<file path="config.mk">
export PLATFORM = sky130hd
export DESIGN_NAME = sensor_arbiter
export DESIGN_NICKNAME = d
export VERILOG_FILES = /design/src/rtl/sensor_arb_pkg.sv /design/src/rtl/sensor_arbiter_rr.sv /design/src/rtl/sensor_arbiter.sv
export SDC_FILE = /design/constraint.sdc
export NUM_CORES = 1
export LEC_CHECK = 0
export CAP_MARGIN = 20
export CORE_UTILIZATION = 29
export CTS_CLUSTER_SIZE = 24
export DETAILED_ROUTE_END_ITERATION = 10
export DONT_BUFFER_PORTS = 1
export SKIP_CTS_REPAIR_TIMING = 1
export SLEW_MARGIN = 20
export SYNTH_ARGS = -nofsm -noshare
export SYNTH_HDL_FRONTEND = slang
export SYNTH_SLANG_ARGS = --single-unit
export TNS_END_PERCENT = 30
</file>
<file path="constraint.sdc">
create_clock -name clock -period 10.25 [get_ports clock]
set_clock_uncertainty 0.15 [all_clocks]
set_input_delay 2.05 -clock clock [delete_from_list [all_inputs] [get_ports clock]]
set_output_delay 2.05 -clock clock [all_outputs]
set_load 0.01 [all_outputs]
</file>
<file path="src/rtl/sensor_arb_pkg.sv">
// Shared types and defaults for the sensor channel arbiter.
package sensor_arb_pkg;

    typedef enum logic [1:0] {
        IDLE  = 2'd0,
        ISSUE = 2'd1,
        WAIT  = 2'd2,
        RESP  = 2'd3
    } state_e;

    localparam logic MODE_READ  = 1'b1;
    localparam logic MODE_WRITE = 1'b0;

    localparam int unsigned DEF_START_HOLD     = 8;
    localparam int unsigned DEF_TIMEOUT_CYCLES = 4096;

endpackage

</file>
<file path="src/rtl/sensor_arbiter_rr.sv">
// Combinational round-robin pick: first asserted request after last_grant, wrapping.
module rr_arbiter #(
    parameter int unsigned N  = 4,
    parameter int unsigned IW = (N > 1) ? $clog2(N) : 1
) (
    input  logic [N-1:0]  req_i,
    input  logic [IW-1:0] last_grant_i,
    output logic [N-1:0]  grant_o,
    output logic [IW-1:0] grant_idx_o,
    output logic          any_o
);

    always_comb begin
        int unsigned idx;
        logic        found;
        grant_o     = '0;
        grant_idx_o = '0;
        any_o       = |req_i;
        found       = 1'b0;
        idx         = 0;
        for (int unsigned k = 1; k <= N; k++) begin
            idx = (32'(last_grant_i) + k) % N;
            if (!found && req_i[idx]) begin
                found        = 1'b1;
                grant_o[idx] = 1'b1;
                grant_idx_o  = IW'(idx);
            end
        end
    end

endmodule

</file>
<file path="src/rtl/sensor_arbiter.sv">
// Shares one I2C sensor channel among N_REQ requesters: round-robin grant,
// start pulse, completion/timeout detection and one-hot response.
module sensor_arbiter
    import sensor_arb_pkg::*;
#(
    parameter int unsigned N_REQ          = 4,
    parameter int unsigned START_HOLD     = DEF_START_HOLD,
    parameter int unsigned TIMEOUT_CYCLES = DEF_TIMEOUT_CYCLES
) (
    input  logic               clock,
    input  logic               reset,
    input  logic [N_REQ-1:0]   req_valid,
    input  logic [N_REQ-1:0]   req_mode,
    input  logic [7*N_REQ-1:0] req_addr,
    input  logic [8*N_REQ-1:0] req_wdata,
    output logic [N_REQ-1:0]   req_ready,
    output logic [N_REQ-1:0]   rsp_valid,
    output logic [7:0]         rsp_rdata,
    output logic               rsp_timeout,
    output logic               busy,
    output logic               sns_start,
    output logic               sns_mode,
    output logic [6:0]         sns_addr,
    output logic [7:0]         sns_wdata,
    input  logic               sns_data_ready,
    input  logic [7:0]         sns_read_val
);

    localparam int unsigned IW = (N_REQ > 1) ? $clog2(N_REQ) : 1;
    localparam int unsigned HW = $clog2(START_HOLD + 1);
    localparam int unsigned TW = $clog2(TIMEOUT_CYCLES + 1);

    state_e          state_q, state_d;
    logic [IW-1:0]   grant_q, grant_d;
    logic [HW-1:0]   hold_q, hold_d;
    logic [TW-1:0]   tmo_q, tmo_d;
    logic            done_q, done_d;
    logic            dr_q;
    logic            mode_q, mode_d;
    logic [6:0]      addr_q, addr_d;
    logic [7:0]      wdata_q, wdata_d;
    logic [7:0]      rdata_q, rdata_d;
    logic            timeout_q, timeout_d;

    logic [N_REQ-1:0] arb_gnt;
    logic [IW-1:0]    arb_idx;
    logic             arb_any;
    logic             dr_rise;

    rr_arbiter #(
        .N  (N_REQ),
        .IW (IW)
    ) u_rr (
        .req_i        (req_valid),
        .last_grant_i (grant_q),
        .grant_o      (arb_gnt),
        .grant_idx_o  (arb_idx),
        .any_o        (arb_any)
    );

    assign dr_rise = sns_data_ready & ~dr_q;

    always_ff @(posedge clock) begin
        if (reset) begin
            state_q   <= IDLE;
            grant_q   <= IW'(N_REQ - 1);
            hold_q    <= '0;
            tmo_q     <= '0;
            done_q    <= 1'b0;
            dr_q      <= 1'b0;
            mode_q    <= 1'b0;
            addr_q    <= '0;
            wdata_q   <= '0;
            rdata_q   <= '0;
            timeout_q <= 1'b0;
        end else begin
            state_q   <= state_d;
            grant_q   <= grant_d;
            hold_q    <= hold_d;
            tmo_q     <= tmo_d;
            done_q    <= done_d;
            dr_q      <= sns_data_ready;
            mode_q    <= mode_d;
            addr_q    <= addr_d;
            wdata_q   <= wdata_d;
            rdata_q   <= rdata_d;
            timeout_q <= timeout_d;
        end
    end

    always_comb begin
        state_d   = state_q;
        grant_d   = grant_q;
        hold_d    = hold_q;
        tmo_d     = tmo_q;
        done_d    = done_q;
        mode_d    = mode_q;
        addr_d    = addr_q;
        wdata_d   = wdata_q;
        rdata_d   = rdata_q;
        timeout_d = timeout_q;
        unique case (state_q)
            IDLE: begin
                if (arb_any) begin
                    state_d = ISSUE;
                    grant_d = arb_idx;
                    hold_d  = '0;
                    done_d  = 1'b0;
                    for (int unsigned i = 0; i < N_REQ; i++) begin
                        if (arb_gnt[i]) begin
                            mode_d  = req_mode[i];
                            addr_d  = req_addr[7*i +: 7];
                            wdata_d = req_wdata[8*i +: 8];
                        end
                    end
                end
            end
            ISSUE: begin
                // A fast channel may finish while start is still held; remember it.
                if (dr_rise) done_d = 1'b1;
                if (hold_q == HW'(START_HOLD - 1)) begin
                    state_d = WAIT;
                    tmo_d   = '0;
                end else begin
                    hold_d = hold_q + 1'b1;
                end
            end
            WAIT: begin
                if (dr_rise || done_q) begin
                    state_d   = RESP;
                    rdata_d   = (mode_q == MODE_READ) ? sns_read_val : 8'h00;
                    timeout_d = 1'b0;
                    done_d    = 1'b0;
                end else if (tmo_q == TW'(TIMEOUT_CYCLES - 1)) begin
                    state_d   = RESP;
                    rdata_d   = 8'h00;
                    timeout_d = 1'b1;
                end else if (tmo_q != TW'(TIMEOUT_CYCLES)) begin
                    tmo_d = tmo_q + 1'b1;
                end
            end
            RESP: begin
                state_d = IDLE;
                done_d  = 1'b0;
            end
            default: state_d = IDLE;
        endcase
    end

    always_comb begin
        req_ready = '0;
        rsp_valid = '0;
        for (int unsigned i = 0; i < N_REQ; i++) begin
            if (grant_q == IW'(i)) begin
                req_ready[i] = (state_q == ISSUE) && (hold_q == '0);
                rsp_valid[i] = (state_q == RESP);
            end
        end
        busy        = (state_q != IDLE);
        sns_start   = (state_q == ISSUE);
        sns_mode    = mode_q;
        sns_addr    = addr_q;
        sns_wdata   = wdata_q;
        rsp_rdata   = rdata_q;
        rsp_timeout = timeout_q;
    end

endmodule

</file>
==> results.py, run 1 <==
metrics = {
    "sta": {
        "timing.hold.ws_ns": 0.351,
        "fmax_mhz": 210,
        "grt_setup_unrepaired": "no",
        "worst_pin_slew_ns": 1.08,
        "drv_slew": 0,
        "fin_crit_ns": 4.77,
        "finalHoldViolCount": 0,
        "post-route-period-util_pct": 46.5,
        "slew_headroom_pct": 27.6,
        "setup_tns_ns": 0,
        "setup_violations": 0,
    },
    "grt": {
        "grt_pass1_wl_microns": 12200,
        "grt_start_max_net_pins": 34,
        "overflow": 0,
        "grt_antenna_before_repair": 0,
        "grt_pass1_vias": 2533,
        "grt_usage_pct": 13.3,
    },
    "cts": {
        "clock_latency_ns": 0.30,
        "path_clk_slew_ns": 0.09,
        "h-tree-depth": 2,
        "cts_buffer_depth": 2,
        "numCtsBuffers": 5,
        "cts_root_buf": "clkbuf_8",
        "cts_sinks": 48,
        "cts_tree": "built",
    },
    "synth": {
        "synth-main-ff-cell": "dfxtp_1",
        "syn_nets": 453,
        "synth-edff-count": 0,
        "netlist_area_sq_um": 3190,
        "yosysTopAreaCell": "dfxtp_1",
        "yosys.cell_types.count": 53,
        "ys_seq_area_share_pct": 30.1,
        "ys_ff_latch": 48,
        "netlist_instances": 358,
        "yosysTopAreaCellShare_pct": 30.1,
        "syn_avg_cell_area_sq_um": 8.91,
        "yosysWarnings": 0,
        "netlist_top_cells_area": "dfxtp_1 30%, nor2_1 7.9%, a311oi_2 7.1%",
        "async_flop_share_pct": 0,
    },
    "cells_and_area": {
        "drive_gt1_share_pct": 11.9,
        "nets": 439,
        "nFillCells": 1074,
        "syn2layout_area_growth_pct": 5.88,
        "fin_area_sq_um": 3380,
        "final_core_util_pct": 32.1,
        "antenna_cells": 0,
    },
    "pwr": {
        "vdd_drop_max_mv": 0.132,
        "p_leak_nw": 1.35,
        "total_power_mw": 0.986,
        "p_per_area_nw_per_um2": 292,
    },
    "critical_path": {
        "end_kind": "register",
        "timing.rr.start": "grant_q[0]",
        "startpoint_type": "input port",
        "cp-startpoint": "req_valid[2]",
        "arrival_ns": 4.83,
        "crit_type": "in -> reg",
        "critPathMaxFanout": 33,
        "crit_required_ns": 10.31,
    },
    "die": {
        "die_y_microns": 107,
        "rows": 37,
        "core_area_sq_um": 10500,
        "dieWidth_microns": 107,
        "dieArea_sq_um": 11400,
        "ios": 114,
        "initial_utilization_pct": 30.4,
    },
    "detailed_routing": {
        "num_vias": 2562,
        "viasPerCell": 5.33,
        "routedWlPerCell_microns": 15.2,
        "wl_microns": 7320,
        "drc": 0,
        "drtIter0Drc": 98,
        "postRouteAntennaNets": 0,
        "dr.pass1.iters": 4,
    },
    "status": {
        "status": "finished, final reports clean",
    },
    "hold_path": {
        "hp-class": "reg -> reg",
        "hold_path.startpoint": "tmo_q[12]",
    },
    "place": {
        "place.gp.congestion": 0.829,
        "dpl-instance-area_sq_um": 3250,
        "dp_hpwl_microns": 5470,
        "port-buffer-count": 0,
    },
    "job": {
        "drv_cap": 0,
    },
}
## cells in the final DEF (no fill, tap or decap), types with 3 or more instances in the layout
| master | count |
|---|---|
| a211o_1 | 16 |
| a21oi_1 | 4 |
| a221oi_1 | 4 |
| a22oi_1 | 8 |
| a311oi_2 | 15 |
| and2_1 | 10 |
| and3_1 | 3 |
| clkbuf_8 | 5 |
| dfxtp_1 | 48 |
| ha_1 | 16 |
| inv_1 | 14 |
| mux2i_1 | 20 |
| mux4_2 | 4 |
| nand2_1 | 29 |
| nand3_1 | 6 |
| nand4_1 | 11 |
| nor2_1 | 67 |
| nor2b_1 | 3 |
| nor3_1 | 3 |
| nor4b_1 | 3 |
| o21ai_0 | 5 |
| or2_2 | 3 |
| xor2_1 | 11 |
## critical path: stages
cell and delay (ns):
mux4_2 0.59, nor4b_4 0.56, a221oi_4 0.10, buf_4 0.26
a41oi_4 0.86, nor2_1 0.11, a311oi_2 0.28
## stage by stage
step / std cells / setup WS, ns
after floorplan: 358 / 5.77
after global placement: 472 / 5.02
after detailed placement: 472 / 4.95
after CTS: 480 / 5.27
after global routing: 481 / 5.11
final: 481 / 5.48
## cell usage after synthesis, drive strengths merged, types with 4 or more instances
master / count
dfxtp: 48
a221oi: 6
a21oi: 4
mux4: 4
ha: 16
nand3: 6
clkbuf: 10
nor2: 67
inv: 14
o21ai: 6
and2: 10
nor4b: 4
nand2: 29
buf: 13
a211o: 16
a311oi: 17
mux2i: 20
nand4: 11
xor2: 11
a22oi: 8
## sequential cells by signal (all words and copies together), names as in the netlist
signal	flops
sns_addr	7
hold_q	4
done_q	1
sns_mode	1
rsp_rdata	8
grant_q	2
rsp_timeout	1
sns_wdata	8
tmo_q	13
dr_q	1
state_q	2
## report_power, final
group / switching (mW) / internal [mW]
registers: 0.0461 / 0.221
clock network: 0.0694 / 0.0736
logic: 0.336 / 0.240
## cells by family after synthesis
kind of cell | share of synthesized area (%)
and+or+nand+nor | 22.7
AOI/OAI and AO/OA | 21.5
DFF | 30.1
buffers and inverters | 6.08
muxes | 9.80
adders and majority gates | 6.27
xor gates and xnor gates | 3.57
## final timing paths
check	slack, ns	end	cells past startpoint
min reg2reg	0.35	tmo_q[12]	1
min	0.35	tmo_q[12]	1
max reg2reg	5.53	sns_wdata[0]	9
max	5.48	sns_wdata[0]	7
## area by class of cell
class | count | area (sq um) | area share (%)
Inverter | 14 | 52.6 | 1.56
Clock inverter | 3 | 47.5 | 1.41
Multi-Input combinational cell | 273 | 2060 | 61.0
Sequential cell | 48 | 961 | 28.4
Timing Repair Buffer | 2 | 18.8 | 0.556
Clock buffer | 5 | 68.8 | 2.04
Tap cell | 136 | 170 | 5.04
## metal layers
layer	wire (microns)	vias to the layer above	track usage, %	part of all wire, %
li1	-	1265	-	-
met1	3230	1210	16.1	44
met2	3520	79	23.0	48
met3	475	8	3.53	6.5
met4	103	0	3.82	1.4
met5	0	-	0	0
(Power assumes the default switching activity.)
==> run 2, diff against run 1 <==
Clock period 10.25 ns to 4 ns, I/O delays scaled along.
==> run 2 against run 1 <==
Against the previous run: first-iteration DRC count grew 17%; via count up 1.6%; highest routed layer unchanged; sequential cell count unchanged; sequential share of layout area down 0.27 points; combinational power grew to 2.7 times the previous value.
==> results.py, run 2 (synthesis gave the netlist of run 1 again) <==
metrics = {
    "status": {
        "status": "finished, final reports clean",
    },
    "sta": {
        "drv_slew": 0,
        "fmax_mhz": 291,
        "fin_crit_ns": 3.44,
        "finalHoldViolCount": 0,
        "setup_ws_ns": 0.564,
        "slew_headroom_pct": 57.0,
        "grt_setup_unrepaired": "no",
        "setup_violations": 0,
        "setup_tns_ns": 0,
        "worst_pin_slew_ns": 0.640,
        "post-route-period-util_pct": 85.9,
    },
    "cells_and_area": {
        "drive_gt1_share_pct": 12.9,
        "final_cell_mix": "67 x nor2_1, 48 x dfxtp_1, 29 x nand2_1, 20 x mux2i_1",
        "multi_input_area_sq_um": 2060,
        "regArea_sq_um": 961,
        "final_core_util_pct": 32.5,
        "largest_register": "tmo_q",
        "largest_reg_flops": 13,
        "final_common_cell": "nor2_1",
        "nets": 444,
        "nFillCells": 1056,
        "syn2layout_area_growth_pct": 6.90,
        "fin_area_sq_um": 3410,
        "antenna_cells": 0,
    },
    "critical_path": {
        "critPathMaxFanout": 32,
        "arrival_ns": 3.51,
        "end_kind": "register",
        "startpoint_type": "register",
        "crit_type": "reg -> reg",
        "crit_required_ns": 4.07,
    },
    "cts": {
        "cts_root_buf": "clkbuf_8",
        "cts_tree": "built",
        "cts_sinks": 48,
        "path_clk_slew_ns": 0.10,
        "clock_latency_ns": 0.30,
        "cts_buffer_depth": 2,
        "h-tree-depth": 2,
        "numCtsBuffers": 5,
    },
    "die": {
        "dieWidth_microns": 107,
        "die_y_microns": 107,
        "ios": 114,
        "initial_utilization_pct": 30.4,
        "rows": 37,
        "dieArea_sq_um": 11400,
        "core_area_sq_um": 10500,
    },
    "detailed_routing": {
        "viasPerCell": 5.36,
        "drtIter0Drc": 115,
        "num_vias": 2604,
        "wl_microns": 7420,
        "drc": 0,
        "dr.pass1.iters": 4,
        "routedWlPerCell_microns": 15.3,
        "postRouteAntennaNets": 0,
    },
    "place": {
        "place.gp.congestion": 0.808,
        "dpl-instance-area_sq_um": 3290,
        "dp_hpwl_microns": 5600,
        "dp_slack_ns": 0.570,
        "port-buffer-count": 0,
    },
    "grt": {
        "grt_pass1_wl_microns": 12100,
        "grt_antenna_before_repair": 0,
        "overflow": 0,
        "grt_pass1_vias": 2535,
        "grt_start_max_net_pins": 33,
        "grt_usage_pct": 13.2,
    },
    "pwr": {
        "p_leak_nw": 1.37,
        "vdd_drop_max_mv": 0.295,
        "switchingPower_mw": 1.17,
        "p_sw_share_pct": 45.6,
        "p_per_area_nw_per_um2": 750,
        "pwr-share-comb_pct": 60.3,
        "total_power_mw": 2.56,
        "clkPwrFrac_pct": 14.1,
        "pwr-share-seq_pct": 25.6,
        "internal-power_mw": 1.39,
    },
    "job": {
        "drv_cap": 0,
    },
    "hold_path": {
        "hp-class": "reg -> reg",
    },
}
run 2: cell types whose count changed in the layout (fill, tap and decap cells not counted):
| cell | previous run | this run |
|---|---|---|
| buf_6 | 1 | 0 |
| buf_4 | 1 | 7 |
| a221o_2 | 1 | 0 |
| a221o_1 | 0 | 1 |
run 2: routing by layer:
layer	part of all wire, %	GRT usage, %
met1	44	16.2
met2	48	22.6
met5	0	0
met4	1.1	4.11
met3	7.3	3.40
run 2: through the flow:
stage / hold slack [ns] / instances
floorplan: 0.317 / 358
global placement: 0.332 / 478
detailed placement: 0.349 / 478
CTS: 0.359 / 486
global route: 0.386 / 486
finish: 0.364 / 486
run 2: power by group through the flow:
stage | clock network, mW | registers (mW) | logic [mW]
after floorplan | 0 | 0.650 | 1.36
after global placement | 0 | 0.668 | 1.51
after detailed placement | 0 | 0.668 | 1.55
after CTS | 0.378 | 0.657 | 1.56
after global routing | 0.397 | 0.666 | 1.71
final | 0.362 | 0.655 | 1.54
run 2: final timing paths:
check              from      endpoint  slack, ns  depth (start not counted)
min           tmo_q[12]     tmo_q[12]       0.36                          1
min reg2reg   tmo_q[12]     tmo_q[12]       0.36                          1
max          grant_q[0]  sns_wdata[5]       0.56                          9
max reg2reg  grant_q[0]  sns_wdata[5]       0.56                          9
run 2: area by class of cell:
cell class	count	share of cell area [%]
Clock buffer	5	2.02
Clock inverter	3	1.39
Inverter	14	1.54
Multi-Input combinational cell	273	60.3
Sequential cell	48	28.2
Tap cell	136	4.99
Timing Repair Buffer	7	1.54
run 2: worst max-delay path: stages (launching register included):
cell and delay, ns:
dfxtp_1 0.33, inv_1 0.13, ha_1 0.36, mux4_2 0.65, nor4b_4 0.55, a221oi_1 0.20, a41oi_4 0.24, buf_4 0.38
nor2_1 0.10, a311oi_2 0.24
